**src/rtl/ppu_reg_interface.sv**
```systemverilog
// ppu_reg_interface: CPU-facing PPU registers $2000-$2007 with PPUDATA VRAM access path
module ppu_reg_interface #(
    parameter int          INC_ROW   = 32,
    parameter logic [15:0] ADDR_MASK = 16'h3FFF
) (
    input  logic        clk,
    input  logic        reset,
    input  logic [2:0]  cpu_addr,
    input  logic [7:0]  cpu_data_in,
    input  logic        cpu_we,
    input  logic        cpu_re,
    output logic [7:0]  cpu_data_out,
    input  logic        vblank_set,
    input  logic        vblank_clr,
    input  logic        sprite0_hit_set,
    input  logic        overflow_set,
    input  logic [7:0]  VRAM_rdata,
    output logic [15:0] VRAM_addr,
    output logic [7:0]  VRAM_data_in,
    output logic        VRAM_WE,
    output logic        VRAM_req,
    output logic        busy,
    output logic [7:0]  ppuctrl,
    output logic [7:0]  ppumask,
    output logic [7:0]  scroll_x,
    output logic [7:0]  scroll_y,
    output logic [7:0]  oam_addr,
    output logic [7:0]  oam_wdata,
    output logic        oam_we,
    output logic        nmi
);
    localparam logic [1:0] IDLE = 2'd0, RD_WAIT = 2'd1, RD_CAP = 2'd2;

    logic [1:0]  state;
    logic [15:0] v, t, inc, v_next;
    logic        w, vblank, sprite0, overflow;
    logic [7:0]  rd_buf;
    logic        pd_ok, pd_wr, pd_rd, st_rd;

    assign pd_ok    = (state == IDLE) && !VRAM_WE;
    assign pd_wr    = cpu_we && cpu_addr == 3'd7 && pd_ok;
    assign pd_rd    = cpu_re && cpu_addr == 3'd7 && pd_ok;
    assign st_rd    = cpu_re && cpu_addr == 3'd2;
    assign inc      = ppuctrl[2] ? 16'(INC_ROW) : 16'd1;
    assign v_next   = (v + inc) & ADDR_MASK;
    assign busy     = state != IDLE;
    assign VRAM_req = VRAM_WE | busy;
    assign nmi      = vblank & ppuctrl[7];

    // CPU register writes, OAM pulse and the v/t/w address latch
    always_ff @(posedge clk or negedge reset) begin
        if (!reset) begin
            ppuctrl   <= 8'h00;
            ppumask   <= 8'h00;
            scroll_x  <= 8'h00;
            scroll_y  <= 8'h00;
            oam_addr  <= 8'h00;
            oam_wdata <= 8'h00;
            oam_we    <= 1'b0;
            v         <= 16'h0000;
            t         <= 16'h0000;
            w         <= 1'b0;
        end else begin
            oam_we <= cpu_we && cpu_addr == 3'd4;
            if (cpu_we && cpu_addr == 3'd0) ppuctrl <= cpu_data_in;
            if (cpu_we && cpu_addr == 3'd1) ppumask <= cpu_data_in;
            if (cpu_we && cpu_addr == 3'd3) oam_addr <= cpu_data_in;
            else if (oam_we) oam_addr <= oam_addr + 8'd1;
            if (cpu_we && cpu_addr == 3'd4) oam_wdata <= cpu_data_in;
            if (cpu_we && cpu_addr == 3'd5) begin
                if (w) scroll_y <= cpu_data_in;
                else scroll_x <= cpu_data_in;
                w <= ~w;
            end
            if (cpu_we && cpu_addr == 3'd6) begin
                if (w) begin
                    t[7:0] <= cpu_data_in;
                    v      <= {t[15:8], cpu_data_in};
                end else t[15:8] <= {2'b00, cpu_data_in[5:0]};
                w <= ~w;
            end
            if (st_rd) w <= 1'b0;
            if (pd_wr || pd_rd) v <= v_next;
        end
    end

    // PPUDATA VRAM cycles, read FSM and CPU read data latch
    always_ff @(posedge clk or negedge reset) begin
        if (!reset) begin
            state        <= IDLE;
            VRAM_addr    <= 16'h0000;
            VRAM_data_in <= 8'h00;
            VRAM_WE      <= 1'b0;
            rd_buf       <= 8'h00;
            cpu_data_out <= 8'h00;
        end else begin
            VRAM_WE <= pd_wr;
            state   <= pd_rd ? RD_WAIT : (state == RD_WAIT) ? RD_CAP : IDLE;
            if (pd_wr || pd_rd) VRAM_addr <= v & ADDR_MASK;
            if (pd_wr) VRAM_data_in <= cpu_data_in;
            if (state == RD_CAP) rd_buf <= VRAM_rdata;
            if (pd_rd) cpu_data_out <= rd_buf;
            else if (st_rd) cpu_data_out <= {vblank, sprite0, overflow, cpu_data_out[4:0]};
        end
    end

    // Status flags: set pulses win over clears, vblank_clr wins over renderer sets
    always_ff @(posedge clk or negedge reset) begin
        if (!reset) begin
            vblank   <= 1'b0;
            sprite0  <= 1'b0;
            overflow <= 1'b0;
        end else begin
            vblank   <= vblank_set ? 1'b1 : (vblank_clr || st_rd) ? 1'b0 : vblank;
            sprite0  <= vblank_clr ? 1'b0 : sprite0_hit_set ? 1'b1 : sprite0;
            overflow <= vblank_clr ? 1'b0 : overflow_set ? 1'b1 : overflow;
        end
    end
endmodule

```
**config.mk**
```make
export PLATFORM = sky130hd
export DESIGN_NAME = ppu_reg_interface
export DESIGN_NICKNAME = d
export VERILOG_FILES = /design/src/rtl/ppu_reg_interface.sv
export SDC_FILE = /design/constraint.sdc
export NUM_CORES = 1
export LEC_CHECK = 0
export ABC_AREA = 1
export BUFFER_PORTS_ARGS = -buffer_cell sky130_fd_sc_hd__buf_2
export CAP_MARGIN = 20
export CORE_MARGIN = 3
export CORE_UTILIZATION = 40
export CTS_CLUSTER_SIZE = 14
export DETAILED_ROUTE_END_ITERATION = 16
export PLACE_DENSITY = 0.59
export SYNTH_ARGS = -nofsm -noshare
export SYNTH_HDL_FRONTEND = slang
export SYNTH_SLANG_ARGS = --single-unit
```
**constraint.sdc**
```tcl
create_clock -name clk -period 1.95 [get_ports clk]
set_clock_uncertainty 0.2 [all_clocks]
set_input_delay 0.195 -clock clk [delete_from_list [all_inputs] [get_ports clk]]
set_output_delay 0.195 -clock clk [all_outputs]
set_load 0.02 [all_outputs]
```
==> results of run 1 <==
-- through the flow --
stage,area [um2],setup TNS (ps)
floorplan,4940,0
global placement,5710,0
detailed placement,5710,0
CTS,6550,0
global route,6630,-178
finish,6630,0
-- metal layers --
layer  track usage (%)  vias up
met4              8.41        0
li1                  -     2095
met1              25.9     2020
met5                 0        -
met2              33.8      112
met3              5.19       13
-- kinds of logic after synthesis --
| kind of cell | count (synthesis) |
|---|---|
| xor+xnor | 12 |
| mux | 1 |
| compound gates | 112 |
| fa+ha+maj | 4 |
| flops | 114 |
| other cells | 1 |
| buf+inv | 77 |
| simple gates | 245 |
-- layout make-up --
type / instances / area [um2] / area share (%)
well taps: 164 / 205 / 3.09
repair buffers: 143 / 876 / 13.2
flip-flops and latches: 114 / 2850 / 43.0
multi-input cells: 376 / 1840 / 27.7
clock buffers: 23 / 468 / 7.05
inverters: 57 / 214 / 3.23
clock inverters: 9 / 178 / 2.68
-- what timing repair did --
action	4_1_cts	5_1_grt
gates resized for setup	0	15
endpoints found under the hold margin	132	0
setup endpoints to repair	0	13
hold buffers	19	0
setup buffers	0	2
-- cell usage after synthesis (all sizes together) --
| master | n | area (um2) |
|---|---|---|
| o31ai | 1 | 7.51 |
| clkbuf | 8 | 30.0 |
| o211ai | 5 | 37.5 |
| a21oi | 9 | 45.0 |
| nand3 | 30 | 150 |
| nor2 | 40 | 158 |
| xor2 | 10 | 87.6 |
| o21ai | 87 | 439 |
| mux2 | 1 | 11.3 |
| nand4 | 1 | 6.26 |
| a22oi | 3 | 22.5 |
| o21bai | 4 | 30.0 |
| o22ai | 2 | 12.5 |
| inv | 57 | 214 |
| nor3 | 2 | 10.0 |
| buf | 12 | 73.8 |
| ha | 4 | 50.1 |
| xnor2 | 2 | 17.5 |
| nor4 | 1 | 6.26 |
| conb | 1 | 3.75 |
| dfrtp | 114 | 2850 |
| nand2 | 171 | 664 |
| o221ai | 1 | 8.76 |
-- report_power, final --
group | internal, mW | switching (mW) | total (mW) | leakage [nW]
Combinational | 0.822 | 1.44 | 2.26 | 1.76
Sequential | 2.99 | 0.465 | 3.46 | 1.41
Clock | 2.33 | 1.06 | 3.39 | 0.304
Total | 6.14 | 2.96 | 9.11 | 3.47
-- path summary, 6_finish.rpt --
kind	slack, ps	to	depth (start not counted)	from
hold / removal	50	cpu_data_out[7]	3	cpu_re
hold reg to reg	260	state[1]	1	state[1]
setup reg to reg	20	v[8]	11	ppuctrl[2]
min in group asynchronous	90	oam_addr[3]	2	reset
max in group asynchronous	870	oam_wdata[7]	3	reset
setup / recovery	20	v[8]	11	ppuctrl[2]
-- worst max-delay path: stages (launching register included) --
cell and delay, ps:
dfrtp_1 430, inv_1 80, ha_2 210, ha_4 170, nand2_2 60, nor2_2 130, nand2_1 90, nand2_2 110
xor2_1 160, nand2_1 70, nand2_1 60, nand2_1 40
==> impl_metrics.json, run 1 <==
{
  "outcome": "complete, no violations",
  "synth-adder-area-share_pct": 1.01,
  "diodes": 0,
  "post-place-ws_ps": 51.7,
  "ys_seq_elements": 114,
  "power_mw": 9.11,
  "critPathRequiredTime_ps": 2050,
  "nets": 740,
  "grt_pass1_vias": 4103,
  "worst_slew_pin_slew_ps": 523,
  "ir_drop_v": 0.000706,
  "slew_headroom_pct": 65.0,
  "cts_buffer_depth": 2,
  "dr_total_vias": 4240,
  "clk_pin_slew_worst_paths_ps": 60,
  "max_cap_viol_count": 0,
  "synth-warning-count": 0,
  "startpoint_type": "register",
  "core_area_um2": 11800,
  "syn_avg_cell_area_um2": 8.73,
  "grt_pass1_wl_um": 21000,
  "fp.dieW_um": 117,
  "dp.cells": 833,
  "antenna_found_initial": 0,
  "fin_crit_sh_pct": 98.7,
  "setup_ws_ps": 24.9,
  "rows": 39,
  "crit_type": "register to register",
  "final_util_pct": 56.4,
  "initial_core_util_pct": 42.0,
  "fin_crit_ps": 1930,
  "via_per_inst": 4.79,
  "drt-met1-wl_um": 5750,
  "layout_commonest_cell": "nand2_1",
  "area_growth_pct": 34.3,
  "htreeDepth": 4,
  "drtIter0Drc": 204,
  "largestRegisters": "VRAM_addr x14, v x14",
  "dr_wl_met2_um": 6630,
  "synth_top_family_by_area": "simple AND/OR/NAND/NOR gates",
  "drc_errors": 0,
  "netlist_area_um2": 4940,
  "routed_wl_um": 13200,
  "crit_path_end_kind": "register",
  "hpwl_um": 9190,
  "synthSimpleGateAreaFrac_pct": 20.1,
  "syn-instance-count": 566,
  "io_pins": 112,
  "die_h_um": 117,
  "grt_overflow_total": 0,
  "dr.pass1.iters": 5,
  "routabilityCongestion": 0.889,
  "drv_slew": 0,
  "crit_arrival_ps": 2020,
  "rsz0062_at_grt": "true",
  "grt_usage_pct": 20.5,
  "crit_path_max_fanout": 4,
  "hold_violations": 0,
  "ys_seq_area_share_pct": 57.8,
  "cts_tree": "done",
  "clk_latency_ps": 410,
  "top_layer": "met4",
  "die_area_um2": 13700,
  "cts_root_buf": "clkbuf_16",
  "wl_met3_um": 678,
  "synth_compound_area_share_pct": 12.2,
  "synth_cell_types": 31,
  "final_cell_mix": "nand2_1, dfrtp_1, buf_2",
  "ant_nets": 0,
  "synth_mux_area_share_pct": 0.228,
  "cts_buffers": 17,
  "portBuffers": 109,
  "wl_per_cell_um": 14.9,
  "setup_viol": 0,
  "stdcell_count": 886,
  "whs_ps": 45.7,
  "layout-drive-gt1-share_pct": 24.7,
  "synth_xor_xnor_area_share_pct": 2.13,
  "leakagePower_nw": 3.47,
  "p_per_area_nw_per_um2": 1370,
  "nFillCells": 1069,
  "grt_max_degree": 41,
  "clock_sinks": 114,
  "timing.fmax_mhz": 519,
  "hold_class": "input pin to register"
}
No activity file was read; power rests on OpenSTA's default activity.
==> inputs of run 2 (changes only) <==
--- a/config.mk
+++ b/config.mk
@@ -9,10 +9,11 @@
 export BUFFER_PORTS_ARGS = -buffer_cell sky130_fd_sc_hd__buf_2
 export CAP_MARGIN = 20
 export CORE_MARGIN = 3
-export CORE_UTILIZATION = 40
+export CORE_UTILIZATION = 54
 export CTS_CLUSTER_SIZE = 14
 export DETAILED_ROUTE_END_ITERATION = 16
-export PLACE_DENSITY = 0.59
+export GPL_TIMING_DRIVEN = 0
+export PLACE_DENSITY = 0.77
 export SYNTH_ARGS = -nofsm -noshare
 export SYNTH_HDL_FRONTEND = slang
 export SYNTH_SLANG_ARGS = --single-unit
==> run 2 against run 1 <==
Critical path type unchanged. Sequential share of layout area is 0.40 points higher. Setup slack better by 80 ps. Final area is 0.89% lower. First-iteration DRC count is 29% higher. Core utilization is 18 points higher. Die area is 25% lower. Fmax is 4.3% higher. Combinational power is 4% higher. Global-route usage is 8.0 points higher. Largest cell class unchanged. Flip-flop and latch count stayed put. Sequential power hardly changed.
==> impl_metrics.json, run 2 (synthesized netlist as in run 1, its figures left out) <==
{
  "outcome": "complete, no violations",
  "layout-drive-gt1-share_pct": 24.2,
  "setup_ws_ps": 105,
  "clk_latency_ps": 510,
  "cts_buffer_depth": 2,
  "timing.fmax_mhz": 542,
  "grt_max_degree": 59,
  "whs_ps": 26.6,
  "stdcell_count": 844,
  "final_cell_mix": "nand2_1, buf_2, dfrtp_1",
  "routabilityCongestion": 0.927,
  "hpwl_um": 8990,
  "switching_power_mw": 3.11,
  "post-place-ws_ps": -36.6,
  "area_growth_pct": 33.1,
  "clock_sinks": 114,
  "fin_crit_sh_pct": 94.6,
  "die_area_um2": 10300,
  "cpLargestDelayFamily": "simple AND/OR/NAND/NOR gates",
  "dr_total_vias": 4635,
  "p_per_area_nw_per_um2": 1360,
  "p_seq_share_pct": 38.4,
  "ant_nets": 0,
  "ir_drop_v": 0.000967,
  "drc_errors": 0,
  "crit_path_max_fanout": 4,
  "fp.dieW_um": 102,
  "cts_buffers": 17,
  "grt_pass1_vias": 4666,
  "crit_top_cell": "nand2_1",
  "critPathRequiredTime_ps": 2150,
  "cts_tree": "done",
  "crit_slowest_cell": "dfrtp_2",
  "drtIter0Drc": 263,
  "p_sw_share_pct": 34.8,
  "die_h_um": 102,
  "nFillCells": 627,
  "startpoint_type": "register",
  "dr.pass1.iters": 5,
  "setup_viol": 0,
  "core_area_um2": 8810,
  "worst_slew_pin_slew_ps": 750,
  "portBuffers": 109,
  "leakagePower_nw": 3.48,
  "p_int_mw": 5.83,
  "grt_overflow_total": 0,
  "crit_type": "register to register",
  "initial_core_util_pct": 56.1,
  "tns_ps": 0,
  "via_per_inst": 5.49,
  "critPathBufInv": 0,
  "crit_arrival_ps": 2050,
  "pwr-share-comb_pct": 26.3,
  "io_pins": 112,
  "rows": 34,
  "cts_root_buf": "clkbuf_8",
  "crit_path_max_incr_delay_ps": 460,
  "final_util_pct": 74.7,
  "fin_crit_ps": 1850,
  "antenna_found_initial": 0,
  "worstPathCellList": "ha_4 -> nand2_1 -> nor2_2 -> nand2_1 -> nand2_1 -> xor2_1 -> nand2_1 -> nand2_1 -> nand2_1",
  "dp.cells": 785,
  "crit_path_end_kind": "register",
  "hold_violations": 0,
  "diodes": 0,
  "drv_slew": 0,
  "slew_headroom_pct": 50.0,
  "max_cap_viol_count": 0,
  "largestRegisters": "VRAM_addr x14, v x14",
  "nets": 754,
  "clock_power_share_pct": 35.3,
  "wl_per_cell_um": 16.5,
  "htreeDepth": 4,
  "grt_pass1_wl_um": 22500,
  "grt_usage_pct": 28.5,
  "hold_class": "input pin to register",
  "clk_pin_slew_worst_paths_ps": 50,
  "layout_commonest_cell": "nand2_1",
  "routed_wl_um": 13900
}
==> run 2: changes by cell type in the layout (fill, tap and decap cells not counted), moves of 3 or more <==
cell,delta
buf_2,+8
buf_4,-7
clkbuf_1,+4
clkinv_4,+5
dlygate4sd3_1,+5
inv_6,+3
nand2_1,+3
nand2_2,-3
==> run 2: timing repair <==
action                                  in CTS  in global routing
hold endpoints to repair                   116                  0
hold buffers                                24                  0
endpoints found under the setup margin       3                  7
resized for setup                            3                  7
setup buffers                                0                  3
pin swaps                                    0                  2
==> run 2: worst min-delay path: cells and delay by family <==
kind                   cells  cell delay (ps)
buffers and inverters      1              130
AOI/OAI and AO/OA          1               60
and+or+nand+nor            4              300
==> run 2: power by group through the flow <==
stage / Sequential [mW] / Clock (mW) / Combinational [mW]
6_report: 3.43 / 3.15 / 2.35
5_1_grt: 3.50 / 3.31 / 2.58
4_1_cts: 3.41 / 3.17 / 2.31
3_5_place_dp: 3.42 / 0 / 2.23
3_3_place_gp: 3.40 / 0 / 2.16
2_1_floorplan: 3.92 / 0 / 0.890
==> run 2: stage by stage <==
| stage | total power, mW | instance area (um2) |
|---|---|---|
| 3_5_place_dp | 5.65 | 5650 |
| 2_1_floorplan | 4.81 | 4940 |
| 3_3_place_gp | 5.56 | 5620 |
| 4_1_cts | 8.89 | 6510 |
| 6_report | 8.93 | 6580 |
| 5_1_grt | 9.39 | 6580 |
==> run 2: area by class of cell <==
type                            count  area [um2]  area share (%)
Clock buffer                       18         428            6.51
Multi-Input combinational cell    376        1820            27.7
Clock inverter                     14         180            2.74
Timing Repair Buffer              137         838            12.7
Buffer                             20         104            1.58
Sequential cell                   114        2850            43.4
Inverter                           57         214            3.25
Tap cell                          108         135            2.06
==> run 2: layer usage <==
| layer | vias to the layer above | global-route usage [%] | part of all wire [%] |
|---|---|---|---|
| met4 | 0 | 13.2 | 3.4 |
| met5 | - | 0 | 0 |
| met3 | 53 | 8.61 | 8.5 |
| li1 | 2136 | - | - |
| met1 | 2221 | 34.6 | 39 |
| met2 | 225 | 46.8 | 49 |
==> run 2: worst paths after layout <==
check / from / endpoint / slack [ps] / depth (start not counted)
worst min register to register: VRAM_addr[0] / VRAM_addr[0] / 270 / 2
worst max-delay path: ppuctrl[2] / v[7] / 100 / 9
worst max register to register: ppuctrl[2] / v[7] / 100 / 9
max in group asynchronous: reset / ppuctrl[2] / 700 / 3
worst min-delay path: cpu_addr[1] / t[8] / 30 / 6
min in group asynchronous: reset / scroll_x[3] / 90 / 2
